$ cat src/rtl/serial_adder_controller_if.sv
// Handshake bundle for serial_adder_controller: operand request channel and result channel.
// The optional `sub` signal exists only when SERIAL_SUB_EN is defined.
interface serial_adder_controller_if #(
    parameter int WIDTH = 8
);
    logic             start_valid;
    logic             start_ready;
    logic [WIDTH-1:0] left;
    logic [WIDTH-1:0] right;
`ifdef SERIAL_SUB_EN
    logic             sub;
`endif
    logic             result_valid;
    logic             result_ready;
    logic [WIDTH-1:0] sum;
    logic             carry_out;
    logic             overflow;
    logic             busy;

    // master: requester/consumer side; slave: the sequencer itself
    modport master (
        output start_valid, output left, output right,
`ifdef SERIAL_SUB_EN
        output sub,
`endif
        output result_ready,
        input  start_ready, input result_valid, input sum,
        input  carry_out, input overflow, input busy
    );

    modport slave (
        input  start_valid, input left, input right,
`ifdef SERIAL_SUB_EN
        input  sub,
`endif
        input  result_ready,
        output start_ready, output result_valid, output sum,
        output carry_out, output overflow, output busy
    );
endinterface

$ cat src/rtl/serial_adder_controller.sv
// Bit-serial adder: one full_adder reused LSB-first over WIDTH cycles.
// Define SERIAL_SUB_EN to add the `sub` request (two's-complement subtract).
module full_adder (
    input  logic a,
    input  logic b,
    input  logic cin,
    output logic s,
    output logic cout
);
    assign s    = a ^ b ^ cin;
    assign cout = (a & b) | (cin & (a ^ b));
endmodule

module serial_adder_controller #(
    parameter int WIDTH = 8
) (
    input logic                      clock,
    input logic                      reset,
    serial_adder_controller_if.slave bus
);
    localparam int CNT_W = $clog2(WIDTH + 1);

    typedef enum logic [1:0] {IDLE, RUN, DONE} state_t;

    state_t           state, state_next;
    logic [WIDTH-1:0] left_sr, right_sr, sum_sr, sum_q;
    logic [CNT_W-1:0] count;
    logic             carry_q, carry_out_q, overflow_q, sub_q;
    logic             accept, last_bit, fa_b, fa_s, fa_c;
    logic [WIDTH:0]   sum_ext;

    assign accept   = bus.start_valid && (state == IDLE);
    assign last_bit = (state == RUN) && (count == CNT_W'(WIDTH - 1));
    assign fa_b     = right_sr[0] ^ sub_q;
    // New sum bit enters at the MSB; after WIDTH shifts bit 0 sits at the LSB.
    assign sum_ext  = {fa_s, sum_sr};

    full_adder u_fa (
        .a    (left_sr[0]),
        .b    (fa_b),
        .cin  (carry_q),
        .s    (fa_s),
        .cout (fa_c)
    );

    // NOTE: sequential state uses non-blocking assignments so every register samples pre-edge values.
    always_ff @(posedge clock or posedge reset) begin
        if (reset) state <= IDLE;
        else       state <= state_next;
    end

    // NOTE: next state gets a default first so no path through the case infers a latch.
    always_comb begin
        state_next = state;
        case (state)
            IDLE:    if (accept) state_next = RUN;
            RUN:     if (last_bit) state_next = DONE;
            DONE:    if (bus.result_ready) state_next = IDLE;
            default: state_next = IDLE;
        endcase
    end

`ifndef SERIAL_SUB_EN
    assign sub_q = 1'b0;
`endif

    always_ff @(posedge clock or posedge reset) begin
        if (reset) begin
            left_sr     <= '0;
            right_sr    <= '0;
            sum_sr      <= '0;
            sum_q       <= '0;
            count       <= '0;
            carry_q     <= 1'b0;
            carry_out_q <= 1'b0;
            overflow_q  <= 1'b0;
`ifdef SERIAL_SUB_EN
            sub_q       <= 1'b0;
`endif
        end else begin
            case (state)
                IDLE: begin
                    if (accept) begin
                        left_sr  <= bus.left;
                        right_sr <= bus.right;
                        count    <= '0;
`ifdef SERIAL_SUB_EN
                        sub_q    <= bus.sub;
                        carry_q  <= bus.sub;
`else
                        carry_q  <= 1'b0;
`endif
                    end
                end
                RUN: begin
                    left_sr  <= left_sr >> 1;
                    right_sr <= right_sr >> 1;
                    sum_sr   <= sum_ext[WIDTH:1];
                    carry_q  <= fa_c;
                    count    <= count + CNT_W'(1);
                    if (last_bit) begin
                        sum_q       <= sum_ext[WIDTH:1];
                        carry_out_q <= fa_c;
                        // carry_q is the carry into the MSB, fa_c the carry out of it
                        overflow_q  <= carry_q ^ fa_c;
                    end
                end
                default: ;
            endcase
        end
    end

    assign bus.start_ready  = (state == IDLE);
    assign bus.result_valid = (state == DONE);
    assign bus.busy         = (state != IDLE);
    assign bus.sum          = sum_q;
    assign bus.carry_out    = carry_out_q;
    assign bus.overflow     = overflow_q;
endmodule

$ cat src/flat_wrapper.sv
// flat-port wrapper written by rule: the top's interface ports become plain ports
module serial_adder_controller_flat 
#(
    parameter int WIDTH = 8
)
  (clock, reset, bus_start_valid, bus_left, bus_right, bus_result_ready, bus_start_ready, bus_result_valid, bus_sum, bus_carry_out, bus_overflow, bus_busy);
  serial_adder_controller_if #(.WIDTH(WIDTH)) bus_i ();
  input logic clock;
  input logic reset;
  input wire logic [$bits(bus_i.start_valid)-1:0] bus_start_valid;
  input wire logic [$bits(bus_i.left)-1:0] bus_left;
  input wire logic [$bits(bus_i.right)-1:0] bus_right;
  input wire logic [$bits(bus_i.result_ready)-1:0] bus_result_ready;
  output wire logic [$bits(bus_i.start_ready)-1:0] bus_start_ready;
  output wire logic [$bits(bus_i.result_valid)-1:0] bus_result_valid;
  output wire logic [$bits(bus_i.sum)-1:0] bus_sum;
  output wire logic [$bits(bus_i.carry_out)-1:0] bus_carry_out;
  output wire logic [$bits(bus_i.overflow)-1:0] bus_overflow;
  output wire logic [$bits(bus_i.busy)-1:0] bus_busy;
  assign bus_i.start_valid = bus_start_valid;
  assign bus_i.left = bus_left;
  assign bus_i.right = bus_right;
  assign bus_i.result_ready = bus_result_ready;
  assign bus_start_ready = bus_i.start_ready;
  assign bus_result_valid = bus_i.result_valid;
  assign bus_sum = bus_i.sum;
  assign bus_carry_out = bus_i.carry_out;
  assign bus_overflow = bus_i.overflow;
  assign bus_busy = bus_i.busy;
  serial_adder_controller #(.WIDTH(WIDTH)) u_core (.clock(clock), .reset(reset), .bus(bus_i));
endmodule
$ cat config.mk
export PLATFORM = sky130hd
export DESIGN_NAME = serial_adder_controller_flat
export DESIGN_NICKNAME = d
export VERILOG_FILES = /design/src/rtl/serial_adder_controller_if.sv /design/src/rtl/serial_adder_controller.sv /design/src/flat_wrapper.sv
export SDC_FILE = /design/constraint.sdc
export NUM_CORES = 1
export LEC_CHECK = 0
export ABC_CLOCK_PERIOD_IN_PS = 1650
export CELL_PAD_IN_SITES_DETAIL_PLACEMENT = 0
export CELL_PAD_IN_SITES_GLOBAL_PLACEMENT = 1
export CORE_ASPECT_RATIO = 0.75
export CORE_MARGIN = 2
export CORE_UTILIZATION = 40
export DETAILED_ROUTE_END_ITERATION = 16
export PLACE_DENSITY_LB_ADDON = 0.3
export SYNTH_ARGS = -nofsm -noshare
export SYNTH_HDL_FRONTEND = slang
export SYNTH_SLANG_ARGS = --single-unit
export TNS_END_PERCENT = 30
$ cat constraint.sdc
create_clock -name clock -period 1.65 [get_ports clock]
set_input_delay 0.4125 -clock clock [delete_from_list [all_inputs] [get_ports clock]]
set_output_delay 0.4125 -clock clock [all_outputs]
set_load 0.05 [all_outputs]
==> results_dict.tcl, run 1 <==
set metrics [dict create \
    totalWireLength_um 4320 \
    ctsHoldBuffers 0 \
    synth_mux_area_frac 0.0792 \
    drt-wirelength-per-cell_um 15.4 \
    p_leak_nw 1.19 \
    ys_async_sr_fraction 1.00 \
    dieWidth_um 82.8 \
    dr.pass1.iters 4 \
    yosysSeqAreaShare 0.537 \
    fin_tns_setup_ps -115 \
    drt-initial-drc-count 137 \
    clkSinkCount 40 \
    grt_pass1_vias 1438 \
    cpMaxStageDelayCell "dfrtp_1" \
    rsz0062_at_grt "true" \
    ctsLongestPathBuffers 2 \
    slew_violations 0 \
    finalCritPeriodShare 1.04 \
    drtAntennaViolNets 0 \
    slew_headroom 0.758 \
    irDropWorstVdd_uv 947 \
    synth.avg_cell_area_sq_um 10.6 \
    skew_ps 6.57 \
    viasPerCell 5.23 \
    setup_viol 7 \
    core_sq_mm 0.00447 \
    dpl.hpwl_um 2890 \
    synth_compound_area_frac 0.173 \
    min_period_ps 1720 \
    setup_ws_ps -66.2 \
    slowest_delay_ps 420 \
    io-pin-count 33 \
    fin_util 0.592 \
    end_kind "output port" \
    yosys_warnings 0 \
    vias 1471 \
    arrival_ps 1300 \
    cp_cell_sequence "buf_12, or2_4, clkinvlp_4, buf_12" \
    cp-start-kind "register" \
    synth_cell_types 30 \
    synth_nets 198 \
    drive_gt1_frac 0.246 \
    worstPathRequired_ps 1240 \
    cp_common_cell "buf_12" \
    nets 246 \
    synth_ff_type "dfrtp_1" \
    status "finished, violations left" \
    gr-total-overflow 0 \
    cts_root_buf "clkbuf_8" \
    ys_seq_elements 40 \
    synth_xor_area_frac 0.00470 \
    cap_violations 0 \
    cts_tree "done" \
    htreeDepth 2 \
    cts_made_buffers 5 \
    drc_errors 0 \
    antenna_found_initial 0 \
    synthCells 176 \
    synthSimpleGateAreaFrac 0.141 \
    synth_top_family_by_area "compound AO/OA/AOI/OAI gates" \
    clk_latency_ps 290 \
    fmax_mhz 583 \
    criticalPathCategory "register to output port" \
    synth-edff-count 0 \
    power_density_mw_per_mm2 1780 \
    synth_fa_ha_area_frac 0.0175 \
    area_delta_synth_final_pct 41.8 \
    initial_core_util 0.417 \
    track_usage 0.175 \
    worst_pin_slew_ps 363 \
    critPathTopFamily "flip-flops" \
    num_rows 21 \
    antennaDiodeCount 0 \
    die_area_sq_mm 0.00523 \
    finalWeightedCongestion 0.730 \
    grt_pass1_wl_um 7160 \
    min_path_type "primary input to async pin" \
    holdWs_ps 480 \
    worstPathMaxFanout 4 \
    violations "setup timing" \
    clk_pin_slew_ps 70 \
    port_buffers 32 \
    syn_area_sq_mm 0.00186 \
    finalHoldViolCount 0 \
    crit_buf_inv 3 \
    grt_max_degree 41 \
    fp.dieH_um 63.1 \
]
-- synthesized netlist by cell type (2+ instances only) --
cell	n	area share
and3b_1	2	0.0094
mux2_2	2	0.012
o21ai_0	18	0.048
nand3_1	2	0.0054
a2bb2oi_1	2	0.0094
a21oi_1	15	0.040
mux2i_1	2	0.011
a22o_1	2	0.0094
buf_4	2	0.0081
buf_2	4	0.011
dfrtp_1	40	0.54
nor2b_1	14	0.047
clkbuf_1	3	0.0060
nand2_1	27	0.054
nor2_1	2	0.0040
a22oi_1	12	0.048
mux2_4	7	0.056
inv_1	8	0.016
-- what timing repair did --
| item | CTS | global route |
|---|---|---|
| pin swaps | 1 | 1 |
| resized for setup | 0 | 2 |
| gates cloned | 1 | 0 |
| buffers inserted | 3 | 1 |
| setup endpoints to repair | 3 | 14 |
-- cell usage in the layout, fill, tap and decap left out, types with 2 or more instances in the layout --
| master | instances |
|---|---|
| clkbuf_8 | 7 |
| mux2_4 | 7 |
| a22oi_1 | 12 |
| o21ai_0 | 18 |
| a22o_1 | 2 |
| buf_12 | 16 |
| nor2b_1 | 13 |
| buf_4 | 14 |
| a21oi_1 | 15 |
| nor2_1 | 2 |
| nand2_1 | 27 |
| nand3_1 | 2 |
| clkdlybuf4s50_1 | 19 |
| inv_1 | 7 |
| dfrtp_1 | 40 |
| mux2i_1 | 2 |
| a2bb2oi_1 | 2 |
| mux2_2 | 2 |
| and3b_1 | 2 |
-- flip-flops by register name (all words and copies together) (netlist names) --
signal                count
u_core.bus.carry_out      1
u_core.bus.overflow       1
u_core.bus.sum            8
u_core.carry_q            1
u_core.count              4
u_core.left_sr            8
u_core.right_sr           8
u_core.state              2
u_core.sum_sr             7
-- stage by stage --
stage	instance area (sq um)	setup slack (ps)	std cells	power [W]
floorplan	1870	-26.8	176	0.00296
global placement	2480	6.79	269	0.00384
detailed placement	2480	-102	269	0.00394
CTS	2630	-76.2	280	0.00471
global route	2640	-108	281	0.00500
finish	2640	-66.2	281	0.00471
-- final timing paths --
check / start / end / slack (ps) / cells after the start
worst max-delay path: u_core.state[1] / bus_start_ready / -70 / 4
worst min-delay path: reset / u_core.left_sr[6] / 480 / 3
worst max register to register: u_core.state[1] / u_core.bus.sum[3] / -10 / 5
worst min register to register: u_core.sum_sr[1] / u_core.sum_sr[1] / 500 / 2
max in group asynchronous: reset / u_core.sum_sr[2] / 970 / 3
min in group clock: u_core.sum_sr[1] / u_core.sum_sr[1] / 500 / 2
-- layer usage --
metal	GRT usage	wire length, um	vias up
met1	0.240	2030	716
met5	0	0	-
met2	0.258	1980	50
met4	0.0594	55	0
li1	-	-	699
met3	0.0629	257	6
-- final cells by class --
cell class	count	area (sq um)
Sequential cell	40	1000
Multi-Input combinational cell	118	781
Tap cell	57	71.3
Clock buffer	7	96.3
Fill cell	367	1820
Inverter	8	33.8
Timing Repair Buffer	51	659
-- tightest hold or removal path, stage by stage --
cell             delay, ps
clkdlybuf4s50_1        400
inv_1                  100
buf_12                 240
-- cell families after synthesis --
| group | count (synthesis) |
|---|---|
| AO/OA/AOI/OAI | 53 |
| AND/OR/NAND/NOR | 51 |
| flip-flops | 40 |
| buffers and inverters | 18 |
| multiplexers | 11 |
| adder cells (fa/ha/maj) | 2 |
| XOR/XNOR | 1 |
-- where the power goes --
group | switching (W) | leakage (nW) | internal (W)
clock | 0.000317 | 0.0503 | 0.000372
combinational | 0.00111 | 0.623 | 0.00118
sequential | 0.000362 | 0.521 | 0.00137
Note: power is estimated with default switching activity, not from simulation.
==> run 2, diff against run 1 <==
--- a/config.mk
+++ b/config.mk
@@ -5,7 +5,7 @@
 export SDC_FILE = /design/constraint.sdc
 export NUM_CORES = 1
 export LEC_CHECK = 0
-export ABC_CLOCK_PERIOD_IN_PS = 1650
+export ABC_CLOCK_PERIOD_IN_PS = 1700
 export CELL_PAD_IN_SITES_DETAIL_PLACEMENT = 0
 export CELL_PAD_IN_SITES_GLOBAL_PLACEMENT = 1
 export CORE_ASPECT_RATIO = 0.75
@@ -13,6 +13,7 @@
 export CORE_UTILIZATION = 40
 export DETAILED_ROUTE_END_ITERATION = 16
 export PLACE_DENSITY_LB_ADDON = 0.3
+export SKIP_CTS_REPAIR_TIMING = 1
 export SYNTH_ARGS = -nofsm -noshare
 export SYNTH_HDL_FRONTEND = slang
 export SYNTH_SLANG_ARGS = --single-unit
==> constraint.sdc (replaced) <==
create_clock -name clock -period 1.7 [get_ports clock]
set_input_delay 0.425 -clock clock [delete_from_list [all_inputs] [get_ports clock]]
set_output_delay 0.425 -clock clock [all_outputs]
set_load 0.05 [all_outputs]
==> run 2 against run 1 <==
Effect of this change:
- the flow still finishes with violations (setup timing)
- clock skew is essentially flat
- final cell count down 3.2%
- sequential power decreased by 7%
==> results_dict.tcl, run 2 (synthesis gave the netlist of run 1 again) <==
set metrics [dict create \
    holdWs_ps 486 \
    power_density_mw_per_mm2 1720 \
    htreeDepth 2 \
    clk_latency_ps 300 \
    drt-wirelength-per-cell_um 14.5 \
    fp.dieH_um 63.1 \
    rsz0062_at_grt "true" \
    layout_commonest_cell "dfrtp_1" \
    worstPathRequired_ps 1270 \
    cts_made_buffers 5 \
    min_period_ps 1790 \
    gr-total-overflow 0 \
    track_usage 0.165 \
    dpl.hpwl_um 2580 \
    initial_core_util 0.417 \
    status "finished, violations left" \
    violations "setup timing" \
    grt_pass1_vias 1429 \
    finalWeightedCongestion 0.741 \
    fmax_mhz 560 \
    dr.pass1.iters 4 \
    vias 1401 \
    skew_ps 6.55 \
    cts_root_buf "clkbuf_8" \
    finalHoldViolCount 0 \
    finalCritPeriodShare 1.05 \
    criticalPathCategory "register to output port" \
    port_buffers 32 \
    nets 236 \
    grt_pass1_wl_um 6960 \
    layout_common_cells "dfrtp_1, nand2_1, clkdlybuf4s50_1, o21ai_0, a21oi_1" \
    min_path_type "register to register" \
    totalWireLength_um 3950 \
    drtAntennaViolNets 0 \
    cp_cell_sequence "buf_12, or2_4, clkinvlp_4, buf_12" \
    arrival_ps 1360 \
    drive_gt1_frac 0.209 \
    p_leak_nw 1.10 \
    cpMaxStageDelayCell "dfrtp_1" \
    drc_errors 0 \
    num_rows 21 \
    clk_pin_slew_ps 80 \
    cp-start-kind "register" \
    antenna_found_initial 0 \
    ctsLongestPathBuffers 2 \
    die_area_sq_mm 0.00523 \
    slew_violations 0 \
    setup_ws_ps -85.4 \
    finalPower_w 0.00420 \
    antennaDiodeCount 0 \
    grt_max_degree 41 \
    setup_viol 3 \
    cap_violations 0 \
    area_delta_synth_final_pct 31.6 \
    clkSinkCount 40 \
    slew_headroom 0.499 \
    irDropWorstVdd_uv 826 \
    drt-initial-drc-count 99 \
    io-pin-count 33 \
    cts_tree "done" \
    viasPerCell 5.15 \
    end_kind "output port" \
    slowest_delay_ps 410 \
    dieWidth_um 82.8 \
    worst_pin_slew_ps 748 \
    core_sq_mm 0.00447 \
    cp_common_cell "buf_12" \
    worstPathMaxFanout 25 \
]
run 2: per-layer routing:
metal	GRT usage	part of all wire	wire length (um)	up-vias
met4	0.0676	0.017	68	0
met5	0	0	0	-
li1	-	-	-	680
met2	0.246	0.45	1780	35
met1	0.231	0.48	1910	679
met3	0.0393	0.048	190	7
run 2: worst paths after layout:
check,from,endpoint,slack (ps),cells past startpoint
max in group asynchronous,reset,u_core.bus.overflow,1000,3
worst min-delay path,u_core.sum_sr[1],u_core.sum_sr[1],490,2
worst min register to register,u_core.sum_sr[1],u_core.sum_sr[1],490,2
worst max register to register,u_core.state[1],u_core.bus.sum[3],80,5
min in group asynchronous,reset,u_core.bus.sum[2],500,3
worst max-delay path,u_core.state[0],bus_start_ready,-90,4
run 2: area by class of cell:
type                       instances  area (sq um)
timing repair buffer              41           468
multi-input combinational        118           779
fill                             397          2020
clock inverter                     2          15.0
clock buffer                       6          82.6
inverter                           8          33.8
tap                               57          71.3
sequential                        40          1000
run 2: metrics by stage:
step / TNS [ps] / instances / setup slack, ps / utilization / instance area [sq um]
floorplan: -26.9 / 176 / -26.9 / - / 1870
CTS: -1560 / 272 / -164 / 0.545 / 2440
global placement: -426 / 264 / -120 / 0.524 / 2340
finish: -167 / 272 / -85.4 / 0.549 / 2450
global route: -331 / 272 / -142 / 0.549 / 2450
detailed placement: -1350 / 264 / -162 / 0.524 / 2340
run 2: worst max-delay path, delay by kind of cell (launching register included):
| kind | cells | cell delay (ps) |
|---|---|---|
| and+or+nand+nor | 1 | 280 |
| buffers and inverters | 3 | 380 |
| DFF | 1 | 410 |
run 2: power breakdown:
| part | internal, W | leakage (nW) | switching [W] |
|---|---|---|---|
| Sequential | 0.00132 | 0.521 | 0.000287 |
| Clock | 0.000329 | 0.0434 | 0.000348 |
| Combinational | 0.000878 | 0.540 | 0.00104 |
| Total | 0.00253 | 1.10 | 0.00167 |
==> RTL edit 1: new RTL, flow settings as in run 1 <==
Re-encode `state_t` (3 states) as one-hot, 3 bits wide.
--- a/src/rtl/serial_adder_controller.sv
+++ b/src/rtl/serial_adder_controller.sv
@@ -21,5 +21,5 @@
     localparam int CNT_W = $clog2(WIDTH + 1);
 
-    typedef enum logic [1:0] {IDLE, RUN, DONE} state_t;
+    typedef enum logic [2:0] {IDLE = 3'b001, RUN = 3'b010, DONE = 3'b100} state_t;
 
     state_t           state, state_next;
Check against the original RTL: same outputs for any inputs over 10 cycles, from zero or initial values and one cycle with reset high; not proved beyond that.
==> RTL edit 1 against run 1 <==
Highest routed layer unchanged. Via count shrank 6.2%. Die area is 7.3% higher. Cell area increased by 4.6%. Largest cell class unchanged. Total power shrank 9.0%. Synthesized area increased by 7.8%. Worst setup slack better by 15 ps. The flow finishes with violations (design-rule violations, negative setup slack). Sequential cell count increased by 1. Combinational power shrank 18%. Wire length fell by 12%. Sequential power down 9.8%. Count of clock-buffer cells in the layout decreased by 1.
==> RTL edit 1: results (changes against run 1) <==
[logic_synthesis]
yosysSeqAreaShare_pct = 51.2  ; -2.6 points
yosys-top-cells-count = dfrtp_1 (40), mux2_2 (27), or2_2 (15)
syn_nets = 187  ; -5.6%
ys_types = 35  ; +17%
syn_area_per_cell_um2 = 12.2  ; +15%

[finish]
stdcell_count = 268  ; -4.6%
finalNetCount = 229  ; -6.9%
drive_above_1_share_pct = 48.1  ; +24 points

[placed_design]
place_ws_ps = -281  ; -178 ps
place.gp.congestion = 0.684  ; -6.2%
dp_hpwl_um = 2660  ; -8.0%
dpl_cell_area_um2 = 2610  ; +5.3%
dp_cells = 259  ; -3.7%

[setup_path]
critPathMaxStageDelay_ps = 380  ; -40 ps
critPathSlowestCell = dfstp_2
worst-path-max-fanout = 8  ; +4
r2r_cells = 4  ; -1

[timing]
setup_ws_ps = -51.1  ; +15.2 ps
setup_viol = 3  ; -4
tns_ps = -97.1  ; +17.9 ps
fin_worst_skew_ps = 6.93  ; +0.356 ps
worst_pin_slew_ps = 226  ; -137 ps

[drt]
drt_iter0_drc = 73  ; -47%
drcViolationCount = 2  ; +2
num_vias = 1380  ; -6.2%
wirelength_um = 3790  ; -12%

[clock_tree]
clock_tree.root_cell = clkbuf_8

[global_route]
grt_max_degree = 42  ; +2.4%
grt_pass1_wl_um = 6560  ; -8.4%
grt_usage_pct = 15.0  ; -2.5 points

[power]
irDropWorstVdd_v = 0.000554  ; -42%
leakage_nw = 1.16  ; -3.1%

[outcome]
status = complete, but fails checks
violations = design-rule violations, negative setup slack

## RTL edit 1: timing repair
item,4_1_cts,5_1_grt
setup endpoints to repair,3,24
setup buffers,0,1
resized for setup,7,3
gates cloned,0,0
## RTL edit 1: path summary, 6_finish.rpt
kind | end | startpoint | slack (ps)
max | bus_result_valid | u_core.state[0] | -50
min | u_core.bus.sum[0] | reset | 500
max reg2reg | u_core.bus.sum[5] | u_core.state[0] | 60
min reg2reg | u_core.bus.sum[0] | u_core.sum_sr[1] | 520
max in group asynchronous | u_core.state[0] | reset | 900
min in group clock | u_core.bus.sum[0] | u_core.sum_sr[1] | 520
## RTL edit 1: cells by family after synthesis
logic type      count (synthesis)  synth area share (%)
xor+xnor                        2                 0.872
flops                          41                  51.2
compound gates                 30                  12.8
mux                            30                  16.7
simple gates                   38                  11.7
fa+ha+maj                       2                  1.62
buf+inv                        22                  5.17
## RTL edit 1: final cells by class
cell class,count,area (um2)
fillers,401,2110
flip-flops and latches,41,1030
multi-input cells,102,897
repair buffers,46,604
clock buffers,6,82.6
well taps,60,75.1
inverters,11,41.3
clock inverters,2,37.5
## RTL edit 1: layer usage
layer | global-route usage [%] | vias up | wire, um
li1 | - | 666 | -
met1 | 19.1 | 680 | 1830
met2 | 24.4 | 28 | 1740
met3 | 4.27 | 6 | 170
met4 | 5.36 | 0 | 51
met5 | 0 | - | 0
## RTL edit 1: worst reg2reg max path: stages, from the launching register on
cell     delay, ps
dfstp_2        380
or3b_1         420
nor3_4         180
buf_12         160
mux2_2         340
## RTL edit 1: power breakdown
part           internal [mW]  total (mW)  switching, mW  leakage [nW]
logic                   1.08        1.88          0.804         0.600
clock network          0.492       0.839          0.347        0.0574
registers               1.33        1.56          0.230         0.500
==> RTL edit 2: new RTL, flow settings as in run 1 <==
Made on the original files. `WIDTH` is set to 8 in 3 places; all go to 16.
--- a/src/rtl/serial_adder_controller_if.sv
+++ b/src/rtl/serial_adder_controller_if.sv
@@ -2,5 +2,5 @@
 // The optional `sub` signal exists only when SERIAL_SUB_EN is defined.
 interface serial_adder_controller_if #(
-    parameter int WIDTH = 8
+    parameter int WIDTH = 16
 );
     logic             start_valid;
--- a/src/rtl/serial_adder_controller.sv
+++ b/src/rtl/serial_adder_controller.sv
@@ -13,5 +13,5 @@
 
 module serial_adder_controller #(
-    parameter int WIDTH = 8
+    parameter int WIDTH = 16
 ) (
     input logic                      clock,
--- a/src/flat_wrapper.sv
+++ b/src/flat_wrapper.sv
@@ -2,5 +2,5 @@
 module serial_adder_controller_flat 
 #(
-    parameter int WIDTH = 8
+    parameter int WIDTH = 16
 )
   (clock, reset, bus_start_valid, bus_left, bus_right, bus_result_ready, bus_start_ready, bus_result_valid, bus_sum, bus_carry_out, bus_overflow, bus_busy);
Interface: changed (resized bus_left, bus_right and bus_sum); port bits go from 33 to 57. No check against the original RTL was run, so the function may have changed too.
==> RTL edit 2 against run 1 <==
The flow still finishes with violations (negative setup slack). Cell area grew 72%. Worst setup slack improved by 48 ps. Non-clock buffer count up 35. Clock power increased to 2.8 times the old value. Hold slack better by 4.5 ps. Wire length increased by 65%. Register-to-register slack improved by 40 ps. Largest cell class unchanged. Synthesized area is 67% higher. Sequential share of layout area up 2.4 points. Total power grew 92%. Sequential cell count increased by 33.
==> RTL edit 2: results (changes against run 1) <==
[outcome]
status = complete, but fails checks
violations = negative setup slack

[power]
pwr-share-comb_pct = 44.7  ; -4.0 points
leakage_nw = 2.10  ; +76%
p_sw_share_pct = 35.5  ; -2.5 points
power.internal_mw = 5.83  ; +100%
pg_clk_mw = 1.91  ; +180%
irDropWorstVdd_v = 0.000793  ; -16%

[placed_design]
place.gp.congestion = 0.772  ; +5.8%
dp_cells = 443  ; +65%
io_buffers = 56  ; +75%
place_ws_ps = -100  ; +2.04 ps
dp_hpwl_um = 4260  ; +47%

[setup_path]
arrival_ps = 1260  ; -40 ps
worst-path-max-fanout = 4  ; unchanged
ff2ff_setup_slack_ps = 30  ; +40 ps
critPathSlowestCell = dfrtp_1
r2r_cells = 6  ; +1
worstReg2RegEnd = u_core.bus.sum[6]
rr_startpoint = u_core.count[1]

[timing]
fin_worst_skew_ps = 7.84  ; +1.27 ps
setup_viol = 1  ; -6
setup_ws_ps = -17.9  ; +48.4 ps
worst_pin_slew_ps = 386  ; +23.2 ps

[global_route]
grt_usage_pct = 18.2  ; +0.72 points
grt_max_degree = 74  ; +80%
grt_pass1_wl_um = 11900  ; +67%
first_global_vias = 2366  ; +65%
antenna_found_initial = 0  ; unchanged

[clock_tree]
cts.htree.levels = 3  ; +1
cts_hold_buffers = 0  ; unchanged
cts_buffers = 9  ; +4
clkLatencyLatePin_ps = 360  ; +70 ps
clock_tree.root_cell = clkbuf_8

[drt]
wirelength_um = 7120  ; +65%
drtPass1Iterations = 4  ; unchanged
drt_iter0_drc = 118  ; -14%
via_per_inst = 5.04  ; -3.7%

[worst_hold_path]
hp-start = u_core.right_sr[2]
hold_depth = 2
hold_path_class = reg -> reg
min_to = u_core.right_sr[2]

[logic_synthesis]
synth_warnings = 0  ; unchanged
syn_area_per_cell_um2 = 10.9  ; +2.7%
yosys-top-cells-count = nand2_1 (78), dfrtp_1 (73), a22oi_1 (30)
ys_types = 29  ; -3.3%
yosysSeqAreaShare_pct = 58.7  ; +5.0 points
synthTopCellsByArea = dfrtp_1 (59%), nand2_1 (9.4%), a22oi_1 (7.2%)
syn_nets = 325  ; +64%
ys.flop_type = dfrtp_1

[finish]
stdcell_count = 469  ; +67%
antennaDiodeCount = 0  ; unchanged
finalNetCount = 402  ; +63%
fillers = 611  ; +66%
drive_above_1_share_pct = 25.8  ; +1.3 points

==> RTL edit 2: cell types whose count changed after synthesis, sizes merged, moves of 4 or more <==
cell / before / now
a21oi: 15 / 1
a22oi: 12 / 30
buf: 7 / 17
dfrtp: 40 / 73
mux2: 9 / 16
nand2: 27 / 78
nor2b: 14 / 2
o21ai: 19 / 35
o22ai: 0 / 4
==> RTL edit 2: logic make-up (layout without fill, tap and decap cells) <==
logic type               Yosys count  in the layout  synth area share, %
AO/OA/AOI/OAI                     77             77                 16.1
XOR/XNOR                           1              1                0.282
adder cells (fa/ha/maj)            3              3                 1.45
buffers and inverters             29            111                 4.63
flip-flops                        73             73                 58.7
multiplexers                      16             16                 7.36
AND/OR/NAND/NOR                   87             87                 11.5
==> RTL edit 2: worst max path at each step <==
stage	from	to	slack, ps	cells after the start
4_1_cts	u_core.state[0]	bus_result_valid	-20	4
3_5_place_dp	bus_start_valid	u_core.right_sr[9]	-100	5
3_3_place_gp	u_core.count[0]	u_core.bus.sum[10]	-60	6
6_report	u_core.state[0]	bus_result_valid	-20	4
2_1_floorplan	u_core.state[0]	bus_busy	-550	3
5_1_grt	u_core.state[0]	bus_result_valid	-60	4
==> RTL edit 2: layer usage <==
layer  GRT usage [%]  vias to the layer above  part of all wire [%]  wire length, um
li1                -                     1139                     -                -
met3            6.49                        5                   5.1              362
met2            27.3                       53                    46             3310
met4            4.34                        0                   1.0               71
met5               0                        -                     0                0
met1            25.4                     1167                    48             3390
==> RTL edit 2: timing repair <==
| item | in CTS | in global routing |
|---|---|---|
| setup buffers | 5 | 3 |
| resized for setup | 12 | 4 |
| gates cloned | 1 | 1 |
| setup endpoints to repair | 21 | 21 |
| pin swaps | 2 | 3 |
==> RTL edit 2: area by class of cell <==
cell class                 count  area (um2)  share of cell area (%)
clock inverter                 5         125                    2.76
inverter                       9        37.5                   0.827
tap                          101         126                    2.79
multi-input combinational    184        1180                    26.0
sequential                    73        1830                    40.3
timing repair buffer          86        1090                    24.0
clock buffer                  11         151                    3.34
==> RTL edit 2: critical path: cells and delay by family, from the launching register on <==
kind                   cells  cell delay, ps
buffers and inverters      3             350
flip-flops                 1             410
AND/OR/NAND/NOR            1             140
==> RTL edit 2: through the flow <==
stage	setup TNS [ps]	instance area (um2)	hold WS (ps)
6_report	-17.9	4540	485
3_3_place_gp	-958	4090	462
3_5_place_dp	-2150	4090	473
5_1_grt	-382	4540	509
2_1_floorplan	-892	3110	445
4_1_cts	-40.3	4470	489
